[src/rtl/sine_freq_meter.sv]
// sine_freq_meter
//
// Estimates the frequency control word of a phase-accumulator sine generator
// by counting rising midpoint crossings (with hysteresis) over a gate window
// of W = 2^GATE_LOG2 accepted samples. The count is scaled by a constant
// shift into the generator's 24-bit FCW units.
//
// Optional feature macro: SINE_METER_AVG_EN
//   defined   : each report is the truncated mean of this and the previous
//               raw estimate (the first report after reset or re-arm is raw).
//   undefined : each report is the raw estimate.
//
// Handshake: a sample is consumed on every rising clk edge where
// sample_valid is 1; there is no backpressure. est_valid is a one-cycle
// pulse in the cycle after the edge that consumed a window's last sample,
// and fcw_est / signal_present change on that same edge.
//
// Ports:
//   clk            system clock
//   reset          synchronous, active-high reset
//   sample_valid   qualifies sample_in
//   sample_in      12-bit offset-binary sample, midpoint 12'h800
//   fcw_est        latest FCW estimate, held between reports
//   est_valid      one-cycle report strobe
//   signal_present last reported window contained at least one crossing
//   state_dbg      FSM state for debug (0 = ARM, 1 = COUNT)

module sine_freq_meter #(
    parameter int GATE_LOG2 = 14,
    parameter int HYST      = 64
) (
    input  logic        clk,
    input  logic        reset,
    input  logic        sample_valid,
    input  logic [11:0] sample_in,
    output logic [23:0] fcw_est,
    output logic        est_valid,
    output logic        signal_present,
    output logic        state_dbg
);

    localparam int SHIFT = 24 - GATE_LOG2;
    localparam logic [GATE_LOG2-1:0] SCNT_LAST = '1;
    localparam logic [11:0] HI_TH = 12'(2048 + HYST);
    localparam logic [11:0] LO_TH = 12'(2048 - HYST);

    typedef enum logic {
        ARM   = 1'b0,
        COUNT = 1'b1
    } state_t;

    state_t               state;
    logic                 hs;
    logic [GATE_LOG2-1:0] scnt;
    logic [GATE_LOG2-1:0] ecnt;

    logic                 rise;
    logic                 win_last;
    logic [GATE_LOG2:0]   e_total;
    logic [24:0]          raw_wide;
    logic [23:0]          raw;
    logic [23:0]          report_val;

    // A crossing is the accepted sample that sets hs from 0; it is judged
    // against the pre-update hs so it lines up with the sample itself.
    assign rise     = sample_valid && !hs && (sample_in >= HI_TH);
    assign win_last = (scnt == SCNT_LAST);
    // The crossing on the final window sample still belongs to this window.
    assign e_total  = {1'b0, ecnt} + (GATE_LOG2 + 1)'(rise);
    assign raw_wide = 25'(e_total) << SHIFT;
    assign raw      = raw_wide[23:0];
    assign state_dbg = (state == COUNT);

`ifdef SINE_METER_AVG_EN
    logic [23:0] prev_raw;
    logic        have_prev;
    logic [24:0] avg_sum;

    assign avg_sum    = {1'b0, raw} + {1'b0, prev_raw};
    assign report_val = have_prev ? avg_sum[24:1] : raw;
`else
    assign report_val = raw;
`endif

    always_ff @(posedge clk) begin
        if (reset) begin
            state          <= ARM;
            hs             <= 1'b0;
            scnt           <= '0;
            ecnt           <= '0;
            fcw_est        <= '0;
            est_valid      <= 1'b0;
            signal_present <= 1'b0;
`ifdef SINE_METER_AVG_EN
            prev_raw       <= '0;
            have_prev      <= 1'b0;
`endif
        end else begin
            est_valid <= 1'b0;
            if (sample_valid) begin
                if (sample_in >= HI_TH) begin
                    hs <= 1'b1;
                end else if (sample_in <= LO_TH) begin
                    hs <= 1'b0;
                end

                case (state)
                    ARM: begin
                        // An arming crossing beats a coincident timeout.
                        if (rise) begin
                            state <= COUNT;
                            scnt  <= '0;
                            ecnt  <= '0;
                        end else if (win_last) begin
                            scnt           <= '0;
                            fcw_est        <= '0;
                            signal_present <= 1'b0;
                            est_valid      <= 1'b1;
`ifdef SINE_METER_AVG_EN
                            prev_raw       <= '0;
                            have_prev      <= 1'b0;
`endif
                        end else begin
                            scnt <= scnt + 1'b1;
                        end
                    end
                    COUNT: begin
                        if (win_last) begin
                            scnt           <= '0;
                            ecnt           <= '0;
                            fcw_est        <= report_val;
                            signal_present <= (e_total != '0);
                            est_valid      <= 1'b1;
`ifdef SINE_METER_AVG_EN
                            prev_raw       <= raw;
                            // Re-arming restarts the averaging history.
                            have_prev      <= (e_total != '0);
`endif
                            if (e_total == '0) begin
                                state <= ARM;
                            end
                        end else begin
                            scnt <= scnt + 1'b1;
                            ecnt <= ecnt + GATE_LOG2'(rise);
                        end
                    end
                    default: state <= ARM;
                endcase
            end
        end
    end

endmodule

[config.mk]
export PLATFORM = sky130hd
export DESIGN_NAME = sine_freq_meter
export DESIGN_NICKNAME = d
export VERILOG_FILES = /design/src/rtl/sine_freq_meter.sv
export SDC_FILE = /design/constraint.sdc
export NUM_CORES = 1
export LEC_CHECK = 0
export BUFFER_PORTS_ARGS = -buffer_cell sky130_fd_sc_hd__buf_4
export CORE_UTILIZATION = 32
export CTS_BUF_LIST = sky130_fd_sc_hd__clkbuf_8
export DETAILED_ROUTE_END_ITERATION = 8
export GPL_TIMING_DRIVEN = 0
export SLEW_MARGIN = 20
export SYNTH_ARGS = -nofsm -noshare
export SYNTH_HDL_FRONTEND = slang
export SYNTH_SLANG_ARGS = --single-unit
[constraint.sdc]
create_clock -name clk -period 3.4 [get_ports clk]
set_clock_uncertainty 0.15 [all_clocks]
set_input_delay 0.68 -clock clk [delete_from_list [all_inputs] [get_ports clk]]
set_output_delay 0.68 -clock clk [all_outputs]
set_load 0.05 [all_outputs]
Yosys cells after proc, flatten, opt, wreduce, memory -nomap -nowiden. Cells that the tools add are included. W data, S select, Z words.

Flip-flop bits (word level): 56.

Bitwise logic cells: 2. Equality and inequality tests: 5. Add/subtract/negate cells: 3. Reductions and logical operators: 10. Multiplexer cells: 23. Order comparisons: 2.

Operators by type and width (count): $mux W24 (3); $mux W14 (4); $pmux W14 S2 (2); $pmux W24 S2 (1); $add A14 B1 Y15 (1); $logic_not A15 Y1 (1); $reduce_bool A15 Y1 (1); $add A14 B1 Y14 (1); $add A14 B1 Y14 const B (1); $eq A14 B14 Y1 const B (1); $ge A12 B12 Y1 const B (1); $le A12 B11 Y1 const B (1); $mux W1 (10); $ne A2 B2 Y1 const B (3); $pmux W1 S2 (3); $reduce_and A2 Y1 (2); $reduce_and A4 Y1 (1); $logic_and A1 B1 Y1 (2); $ne A2 B1 Y1 const B (1); $not A1 Y1 (2); $reduce_bool A2 Y1 (1); $reduce_or A2 Y1 (1); $logic_not A1 Y1 (1).

Depth between registers and ports, before layout. Gate-level depths: netlist (run 1).

Word-level depth: 8. Mapped depth: 12. Gate-level depth less buffers: 11.

Worst setup path after synthesis (run 1). Ideal clock, no wire load.

Path kind: in2reg. From: in sample_in[8]. To: reg state, in the netlist state_dbg. Data arrival time: 2.904 ns. Setup slack: 0.209 ns. Library setup time: 0.137 ns. Buffers on the path: 1. Cell stages on the path: 12. Cells stage by stage: nor4_4 > a21oi_2 > and2_1 > ha_1 > ha_1 > clkbuf_1 > nor3_1 > a31oi_1 > or4_1 > a211oi_1 > and4b_4 > a221oi_2.

Cells in the longest elaborated chain, start to end: 7. Elaborated cells on any way between the ends: 8. Those cells by class: add/sub: 1; order compare: 1; mux: 4; reduce/logical: 2.

RTL lines: start: declaration (line 35) `input logic [11:0] sample_in,`; $ge A12 B12 Y1 (*) (line 66) `assign rise = sample_valid && !hs && (sample_in >= HI_TH);`; $logic_and A1 B1 Y1 (*) (line 66); $add A14 B1 Y15 (line 69) `assign e_total = {1'b0, ecnt} + (GATE_LOG2 + 1)'(rise);`; $logic_not A15 Y1 (line 139) `if (e_total == '0) begin`; $mux W1 (line 139); $mux W1 (line 128) `if (win_last) begin`; $pmux W1 S2 (*) (line 107) `case (state)`; end signal: assignment (line 111) `state <= COUNT;`; end signal: assignment (line 140) `state <= ARM;`; end signal: assignment (line 147) `default: state <= ARM;`; end: declaration (line 52) `state_t state;`.

Every way passes the cells marked *; elsewhere a longest branch is shown, timed or not. A chain may end at the register's enable or synchronous reset.

Worst setup path in the final report (run 1). Same ends and word-level chain as after synthesis.

==> results of run 1 <==
==> timing repair <==
action,in CTS,in global routing
gates resized for setup,0,1
hold endpoints to repair,0,0
setup endpoints to repair,0,2
buffers inserted,0,0
==> worst max-delay path, cell delays in order <==
cell and delay (ns):
buf_4 0.12, nor4_4 0.30, a21oi_2 0.12, and2_1 0.18, ha_1 0.22, ha_1 0.19
clkbuf_1 0.19, nor3_1 0.17, a31oi_1 0.06, or4_1 0.53, a211oi_2 0.19, and4b_4 0.29
a221oi_2 0.06
==> sequential cells by signal, indices dropped and copies added, names as in the netlist <==
register,count
state_dbg,1
hs,1
ecnt,14
fcw_est,14
signal_present,1
scnt,14
est_valid,1
==> per-layer routing <==
metal  global-route usage (%)  vias to the layer above
met2                    23.09                       55
met1                    20.49                     1048
li1                         -                     1130
met5                        0                        -
met4                    4.839                        0
met3                    3.215                        5
==> report_power, final <==
group / internal (W) / leakage [nW] / switching, W
clock network: 0.000161 / 0.0524 / 0.000189
registers: 0.000542 / 0.371 / 0.00000261
logic: 0.0000366 / 0.767 / 0.0000774
total: 0.000740 / 1.19 / 0.000269
==> path summary, 6_finish.rpt <==
kind | endpoint | slack [ns] | cells after the start
setup / recovery | state_dbg | 0.11 | 13
hold / removal | fcw_est[10] | 0.30 | 2
setup reg to reg | state_dbg | 0.34 | 12
hold reg to reg | fcw_est[10] | 0.30 | 2
==> Yosys cell counts (all sizes together), types with 3 or more instances <==
cell,number
a21oi,28
a22oi,6
a311oi,7
and2,3
and3,5
and4,5
buf,21
clkbuf,12
dfxtp,46
ha,3
inv,4
nand2,32
nand3,29
nand4,9
nor2,23
nor3,6
nor4,3
o21ai,7
or3,4
xnor2,12
xor2,15
==> cell type report <==
| class | count | area (um2) |
|---|---|---|
| Fill cell | 781 | 4404 |
| Clock inverter | 2 | 8.758 |
| Timing Repair Buffer | 30 | 225.2 |
| Multi-Input combinational cell | 226 | 1409 |
| Inverter | 4 | 15.01 |
| Buffer | 32 | 180.2 |
| Tap cell | 99 | 123.9 |
| Clock buffer | 6 | 82.58 |
| Sequential cell | 46 | 920.9 |
==> logic make-up (layout without fill, tap and decap cells) <==
family,after synthesis,after routing
AND/OR/NAND/NOR,127,127
XOR/XNOR,27,27
adder cells (fa/ha/maj),3,3
flip-flops,46,46
AO/OA/AOI/OAI,58,58
buffers and inverters,37,74
multiplexers,1,1
other,1,10
==> per-stage QoR <==
stage / worst slack (ns) / hold slack, ns / instances
3_3_place_gp: -0.2637 / 0.2932 / 438
6_report: 0.1142 / 0.3032 / 445
3_5_place_dp: -0.2533 / 0.2947 / 438
2_1_floorplan: 0.2086 / 0.2911 / 309
5_1_grt: 0.004063 / 0.3225 / 445
4_1_cts: 0.05462 / 0.3082 / 446
==> impl_metrics.toml, run 1 <==
[power]
vdd.ir_drop.worst_mv = 0.1245
leakagePower_nw = 1.191
power.density_nw_per_um2 = 340.1
total_power_w = 0.001009

[clock_tree]
clk_latency_ns = 0.30
clk_path_buf_depth = 2
cts_hold_buf = 0
clkSinkCount = 46
cts_tree = "built"
ctsHtreeMaxLevel = 2
cts_buffers = 5
path_clk_slew_ns = 0.08
cts_root_buf = "clkbuf_8"

[route]
wl_met3_um = 276
routed_wirelength_mm = 6.016
num_vias = 2238
drt_iter0_drc = 151
drc = 0
ant_nets = 0
routed_via_density = 5.029
wl_met2_mm = 2.775
first_pass_iters = 4
routed.top_layer = "met4"
wl_per_cell_um = 13.52
met1_length_mm = 2.900

[synth]
synth_flop_cell = "dfxtp_1"
synth_top_area_share_pct = 36.98
synth_compound_area_share_pct = 15.08
ys_ff_latch = 46
async_flop_share_pct = 0
muxShareOfSynthArea_pct = 0.4020
synthCells = 300
synth_area_leaders = "dfxtp_1 (37%), nand3_1 (5.6%), a21oi_1 (5.4%), xor2_1 (5.3%), nand2_1 (4.8%)"
syn-mean-instance-area_um2 = 8.300
synth_top_family_by_area = "simple AND/OR/NAND/NOR gates"
synth_top_area_cell = "dfxtp_1"
synth_warnings = 0
synth-simple-area-share_pct = 28.09
synth_fa_ha_area_share_pct = 1.508
yosysSeqAreaShare_pct = 36.98
synth_edf_count = 0
ys_types = 48
synth_xor_area_share_pct = 9.799
netlist_area_um2 = 2490

[critical_path]
startpoint = "sample_in[8]"
reg2reg_from = "hs"
critical_path.max_fanout = 8
critPathRequiredTime_ns = 3.41
crit_path_start_kind = "input port"
cp-end-kind = "flip-flop"
worstSetupPathType = "input port to flip-flop"
crit_arrival_ns = 3.30

[final_layout]
nNetsFinal = 363
final_common_cell = "dfxtp_1"
final_core_util_pct = 40.24
drive_above_1_share_pct = 21.10
fin_area_um2 = 2965
antenna_cells = 0
syn_to_final_growth_pct = 19.10
final_cell_mix = "dfxtp_1 (46), buf_4 (40), nand2_1 (32), nand3_1 (28), a21oi_1 (27)"

[sta]
max_freq_ghz = 0.3043
slew_headroom_pct = 56.18
period_minus_slack_ns = 3.286
worst-slew-pin-transition_ns = 0.6530
grt_setup_unrepaired = "no"
final.setup.tns_ns = 0
report.final.slew_viol_count = 0
post-route-period-util_pct = 96.64
hold_violations = 0
setup_viol = 0

[global_route]
track_usage_pct = 14.91
grt_remaining_overflow = 0
grt_pass1_vias = 1961
antenna_found_initial = 0
grt_pass1_wl_mm = 9.846
grt_max_degree = 14

[die]
placementRows = 31
ios = 42
dieWidth_um = 90.21
initial_core_util_pct = 33.79
die_height_um = 90.21
core_um2 = 7370
die_area_um2 = 8138

[worst_hold_path]
min-delay-start = "fcw_est[10]"
hp-class = "flip-flop to flip-flop"

[placed_design]
gp_congestion = 0.8196
io_buffers = 30
place_hpwl_mm = 4.289
placed_cell_area_um2 = 2873

[flow_run]
maxCapViolCount = 0

[outcome]
outcome = "finished, final reports clean"
Note: power is estimated with default switching activity, not from simulation.
==> run 2: changes to the inputs <==
--- a/config.mk
+++ b/config.mk
@@ -6,10 +6,12 @@
 export NUM_CORES = 1
 export LEC_CHECK = 0
 export BUFFER_PORTS_ARGS = -buffer_cell sky130_fd_sc_hd__buf_4
-export CORE_UTILIZATION = 32
+export CORE_ASPECT_RATIO = 0.7
+export CORE_UTILIZATION = 50
 export CTS_BUF_LIST = sky130_fd_sc_hd__clkbuf_8
 export DETAILED_ROUTE_END_ITERATION = 8
 export GPL_TIMING_DRIVEN = 0
+export PLACE_DENSITY = 0.72
 export SLEW_MARGIN = 20
 export SYNTH_ARGS = -nofsm -noshare
 export SYNTH_HDL_FRONTEND = slang
==> impl_metrics.toml, run 2 (synthesis results as in run 1) <==
[die]
dieWidth_um = 86.35
core_um2 = 4782
die_height_um = 61.04
die_area_um2 = 5271
placementRows = 21
initial_core_util_pct = 52.07
ios = 42

[final_layout]
largestRegisters = "ecnt x14, fcw_est x14, scnt x14"
antenna_cells = 0
fin_cells = 415
nNetsFinal = 363
fin_area_um2 = 2942
syn_to_final_growth_pct = 18.14
final_cell_mix = "dfxtp_1 (46), buf_4 (40), nand2_1 (32), nand3_1 (28), a21oi_1 (27)"
final_common_cell = "dfxtp_1"
final_core_util_pct = 61.51
drive_above_1_share_pct = 20.81

[critical_path]
crit_chain = "buf_4 -> nor4_4 -> a21oi_2 -> and2_1 -> ha_1 -> ha_1 -> clkbuf_1 -> nor3_1 -> a31oi_1 -> or4_1 -> a211oi_1 -> and4b_4 -> a221oi_2"
rr_worst_depth = 12
timing.critical_path.to = "state_dbg"
r2r_slack_ns = 0.33
worst-path-buf-inv = 2
slowest_delay_ns = 0.48
reg2reg_from = "hs"
slowest_stage = "or4_1"
worstReg2RegEnd = "state_dbg"
path_depth = 13
critical_path.max_fanout = 8
cp_common_cell = "ha_1"
crit_family = "simple AND/OR/NAND/NOR gates"
crit_path_start_kind = "input port"
crit_arrival_ns = 3.26
cp-end-kind = "flip-flop"
critPathRequiredTime_ns = 3.42
worstSetupPathType = "input port to flip-flop"
startpoint = "sample_in[8]"

[worst_hold_path]
hp-class = "flip-flop to flip-flop"

[sta]
max_freq_ghz = 0.3092
grt_setup_unrepaired = "no"
period_minus_slack_ns = 3.234
worst-slew-pin-transition_ns = 0.5460
report.final.slew_viol_count = 0
setup_viol = 0
post-route-period-util_pct = 95.13
slew_headroom_pct = 63.60
hold_violations = 0
final.setup.tns_ns = 0

[clock_tree]
cts_tree = "built"
path_clk_slew_ns = 0.09
ctsHtreeMaxLevel = 2
clk_latency_ns = 0.30
cts_root_buf = "clkbuf_8"
clkSinkCount = 46
cts_hold_buf = 0
cts_buffers = 5
clk_path_buf_depth = 2
cts_setup_buffers = 0

[route]
num_vias = 2206
routed_via_density = 5.316
wl_per_cell_um = 13.28
routed_wirelength_mm = 5.511
first_pass_iters = 4
ant_nets = 0
drc = 0
drt_iter0_drc = 100

[placed_design]
gp_congestion = 0.8778
io_buffers = 30
place_hpwl_mm = 4.268
placed_cell_area_um2 = 2835
dpl.cell_count = 408

[global_route]
grt_max_degree = 15
antenna_found_initial = 0
grt_remaining_overflow = 0
track_usage_pct = 21.66
grt_pass1_wl_mm = 8.749
grt_pass1_vias = 1799

[power]
total_power_w = 0.001061
combPwrFrac_pct = 10.6
power.density_nw_per_um2 = 360.6
switchingPower_w = 0.0002661
switching_share_pct = 25.08
vdd.ir_drop.worst_mv = 0.1920
leakagePower_nw = 1.193
seqPwrFrac_pct = 51.3
p_int_w = 0.0007947
p_clk_share_pct = 38.1

[outcome]
outcome = "finished, final reports clean"

[flow_run]
maxCapViolCount = 0
==> run 2: power groups by stage <==
stage	clock network [W]	logic (W)	registers [W]
4_1_cts	0.000408	0.000112	0.000545
2_1_floorplan	0	0.0000777	0.000560
3_5_place_dp	0	0.000112	0.000557
6_report	0.000404	0.000112	0.000544
5_1_grt	0.000427	0.000120	0.000545
3_3_place_gp	0	0.000110	0.000557
==> run 2: final cells by class <==
| cell class | count | area, um2 |
|---|---|---|
| fillers | 456 | 1841 |
| multi-input cells | 226 | 1404 |
| flip-flops and latches | 46 | 920.9 |
| repair buffers | 30 | 225.2 |
| plain buffers | 32 | 180.2 |
| well taps | 69 | 86.33 |
| clock buffers | 5 | 68.82 |
| clock inverters | 3 | 41.29 |
| inverters | 4 | 15.01 |
==> run 2: what timing repair did <==
item                                    CTS  global route
gates resized for setup                   0             0
endpoints found under the setup margin    0             2
endpoints found under the hold margin     0             0
==> run 2: worst min path at each step <==
stage | start | end | slack (ns) | cells after the start
floorplan | hs | hs | 0.29 | 2
global placement | fcw_est[13] | fcw_est[13] | 0.29 | 2
detailed placement | fcw_est[10] | fcw_est[10] | 0.30 | 2
CTS | fcw_est[10] | fcw_est[10] | 0.31 | 2
global route | fcw_est[14] | fcw_est[14] | 0.33 | 2
finish | fcw_est[10] | fcw_est[10] | 0.30 | 2
==> run 2: routing by layer <==
metal  global-route usage (%)  up-vias  part of all wire (%)
met5                        0        -                     0
met2                    29.59       60                    38
met3                    5.094        8                   6.3
met4                    5.714        0                   1.1
li1                         -     1131                     -
met1                    33.67     1007                    54
==> run 2: stage by stage <==
| stage | hold WS [ns] | worst slack [ns] |
|---|---|---|
| global placement | 0.2905 | -0.1421 |
| detailed placement | 0.2969 | -0.1786 |
| global route | 0.3256 | 0.01447 |
| floorplan | 0.2911 | 0.2086 |
| finish | 0.3039 | 0.1655 |
| CTS | 0.3092 | 0.1562 |
==> run 2: tightest hold or removal path, cell delays in order (launching register included) <==
cell	delay, ns
dfxtp_1	0.32
nand2_1	0.05
a21oi_1	0.05
==> run 3: changes to the inputs <==
--- a/config.mk
+++ b/config.mk
@@ -6,7 +6,7 @@
 export NUM_CORES = 1
 export LEC_CHECK = 0
 export BUFFER_PORTS_ARGS = -buffer_cell sky130_fd_sc_hd__buf_4
-export CORE_ASPECT_RATIO = 0.7
+export CORE_ASPECT_RATIO = 1.25
 export CORE_UTILIZATION = 50
 export CTS_BUF_LIST = sky130_fd_sc_hd__clkbuf_8
 export DETAILED_ROUTE_END_ITERATION = 8
==> impl_metrics.toml, run 3 (synthesis results as in run 1) <==
[sta]
post-route-period-util_pct = 93.83
grt_setup_unrepaired = "no"
slew_headroom_pct = 64.64
worst-slew-pin-transition_ns = 0.5304
report.final.slew_viol_count = 0
hold_violations = 0
setup_ws_ns = 0.2098
max_freq_ghz = 0.3135
setup_viol = 0
period_minus_slack_ns = 3.190
fin_hold_ws_ns = 0.3023

[clock_tree]
path_clk_slew_ns = 0.08
cts_tree = "built"
ctsHtreeMaxLevel = 2
clk_path_buf_depth = 2
cts_root_buf = "clkbuf_8"
cts_hold_buf = 0
cts_resized = 0
cts_buffers = 5
cts_setup_buffers = 0
clkSinkCount = 46
clk_latency_ns = 0.30

[route]
num_vias = 2249
drc = 0
routed_via_density = 5.553
ant_nets = 0
routed_wirelength_mm = 5.468
wl_per_cell_um = 13.50
drt_iter0_drc = 121
first_pass_iters = 4

[die]
initial_core_util_pct = 52.26
placementRows = 28
die_height_um = 80.90
ios = 42
dieWidth_um = 65.12
core_um2 = 4765
die_area_um2 = 5267

[critical_path]
worstSetupPathType = "input port to flip-flop"
critPathRequiredTime_ns = 3.42
slowest_stage = "or4_1"
cp_common_cell = "ha_1"
critical_path.max_fanout = 8
cp-end-kind = "flip-flop"
crit_path_start_kind = "input port"
crit_chain = "buf_4 -> nor4_4 -> a21oi_2 -> and2_1 -> ha_1 -> ha_1 -> nor3_1 -> a31oi_1 -> or4_1 -> a211oi_2 -> and4b_4 -> a221oi_2"
crit_arrival_ns = 3.21
slowest_delay_ns = 0.52

[power]
total_power_w = 0.001001
switchingPower_w = 0.0002608
power.density_nw_per_um2 = 343.5
combPwrFrac_pct = 11.2
switching_share_pct = 26.06
p_int_w = 0.0007397
p_clk_share_pct = 34.4
vdd.ir_drop.worst_mv = 0.2242
seqPwrFrac_pct = 54.4
leakagePower_nw = 1.190

[placed_design]
placed_cell_area_um2 = 2824
dpl.cell_count = 399
place_hpwl_mm = 4.077
gp_congestion = 0.8145
io_buffers = 30
place_ws_ns = -0.2141

[flow_run]
maxCapViolCount = 0

[global_route]
grt_pass1_wl_mm = 9.011
grt_max_degree = 14
grt_remaining_overflow = 0
antenna_found_initial = 0
track_usage_pct = 22.14
grt_pass1_vias = 1987

[final_layout]
antenna_cells = 0
fill_cells = 445
nNetsFinal = 362
final_common_cell = "dfxtp_1"
seq_area_um2 = 920.9
final_cell_mix = "dfxtp_1 (46), buf_4 (40), nand2_1 (32), nand3_1 (28), a21oi_1 (27)"
fin_area_um2 = 2913
fin_cells = 405
syn_to_final_growth_pct = 16.98
multi_input_area_um2 = 1409
largestRegisters = "ecnt x14, fcw_est x14, scnt x14"
drive_above_1_share_pct = 21.16

[worst_hold_path]
hp-class = "flip-flop to flip-flop"

[outcome]
outcome = "finished, final reports clean"
[run 3: cell types whose count changed in the layout (fill, tap and decap cells not counted)]
cell and delta:
a211oi_1 -1, a211oi_2 +1, bufinv_16 -1, clkbuf_1 -1
clkbuf_8 +1, clkinv_2 +1, clkinvlp_4 -1
[run 3: worst paths after layout]
kind           startpoint  slack, ns           to  cells after the start
max          sample_in[8]       0.21    state_dbg                     12
min           fcw_est[10]       0.30  fcw_est[10]                      2
max reg2reg            hs       0.45    state_dbg                     11
min reg2reg   fcw_est[10]       0.30  fcw_est[10]                      2
[run 3: power by group through the flow]
stage	combinational (W)	sequential (W)	clock, W
CTS	0.000112	0.000544	0.000356
global placement	0.000110	0.000557	0
finish	0.000112	0.000544	0.000344
detailed placement	0.000111	0.000557	0
floorplan	0.0000777	0.000560	0
global route	0.000121	0.000545	0.000374
[run 3: area by class of cell]
cell class / instances / share of cell area (%)
Buffer: 31 / 6.057
Clock inverter: 2 / 0.3007
Clock buffer: 6 / 2.835
Inverter: 4 / 0.5155
Tap cell: 60 / 2.577
Multi-Input combinational cell: 226 / 48.37
Sequential cell: 46 / 31.62
Timing Repair Buffer: 30 / 7.732
[run 3: worst max-delay path: cells and delay by family]
family | cells | cell delay (ns)
and+or+nand+nor | 5 | 1.46
adders and majority gates | 2 | 0.52
buffers and inverters | 1 | 0.12
AOI/OAI and AO/OA | 4 | 0.42
[run 3: layer usage]
layer  track usage, %  vias to the layer above  wire (um)
li1                 -                     1138          -
met1            26.98                     1039       2519
met2            38.85                       63       2645
met3            4.213                        9        225
met4            7.391                        0         78
met5                0                        -          0
[run 3: stage by stage]
step	TNS, ns	utilization [%]
2_1_floorplan	0	-
3_3_place_gp	-0.4198	59.27
3_5_place_dp	-0.4161	59.27
4_1_cts	0	61.19
5_1_grt	0	61.13
6_report	0	61.13
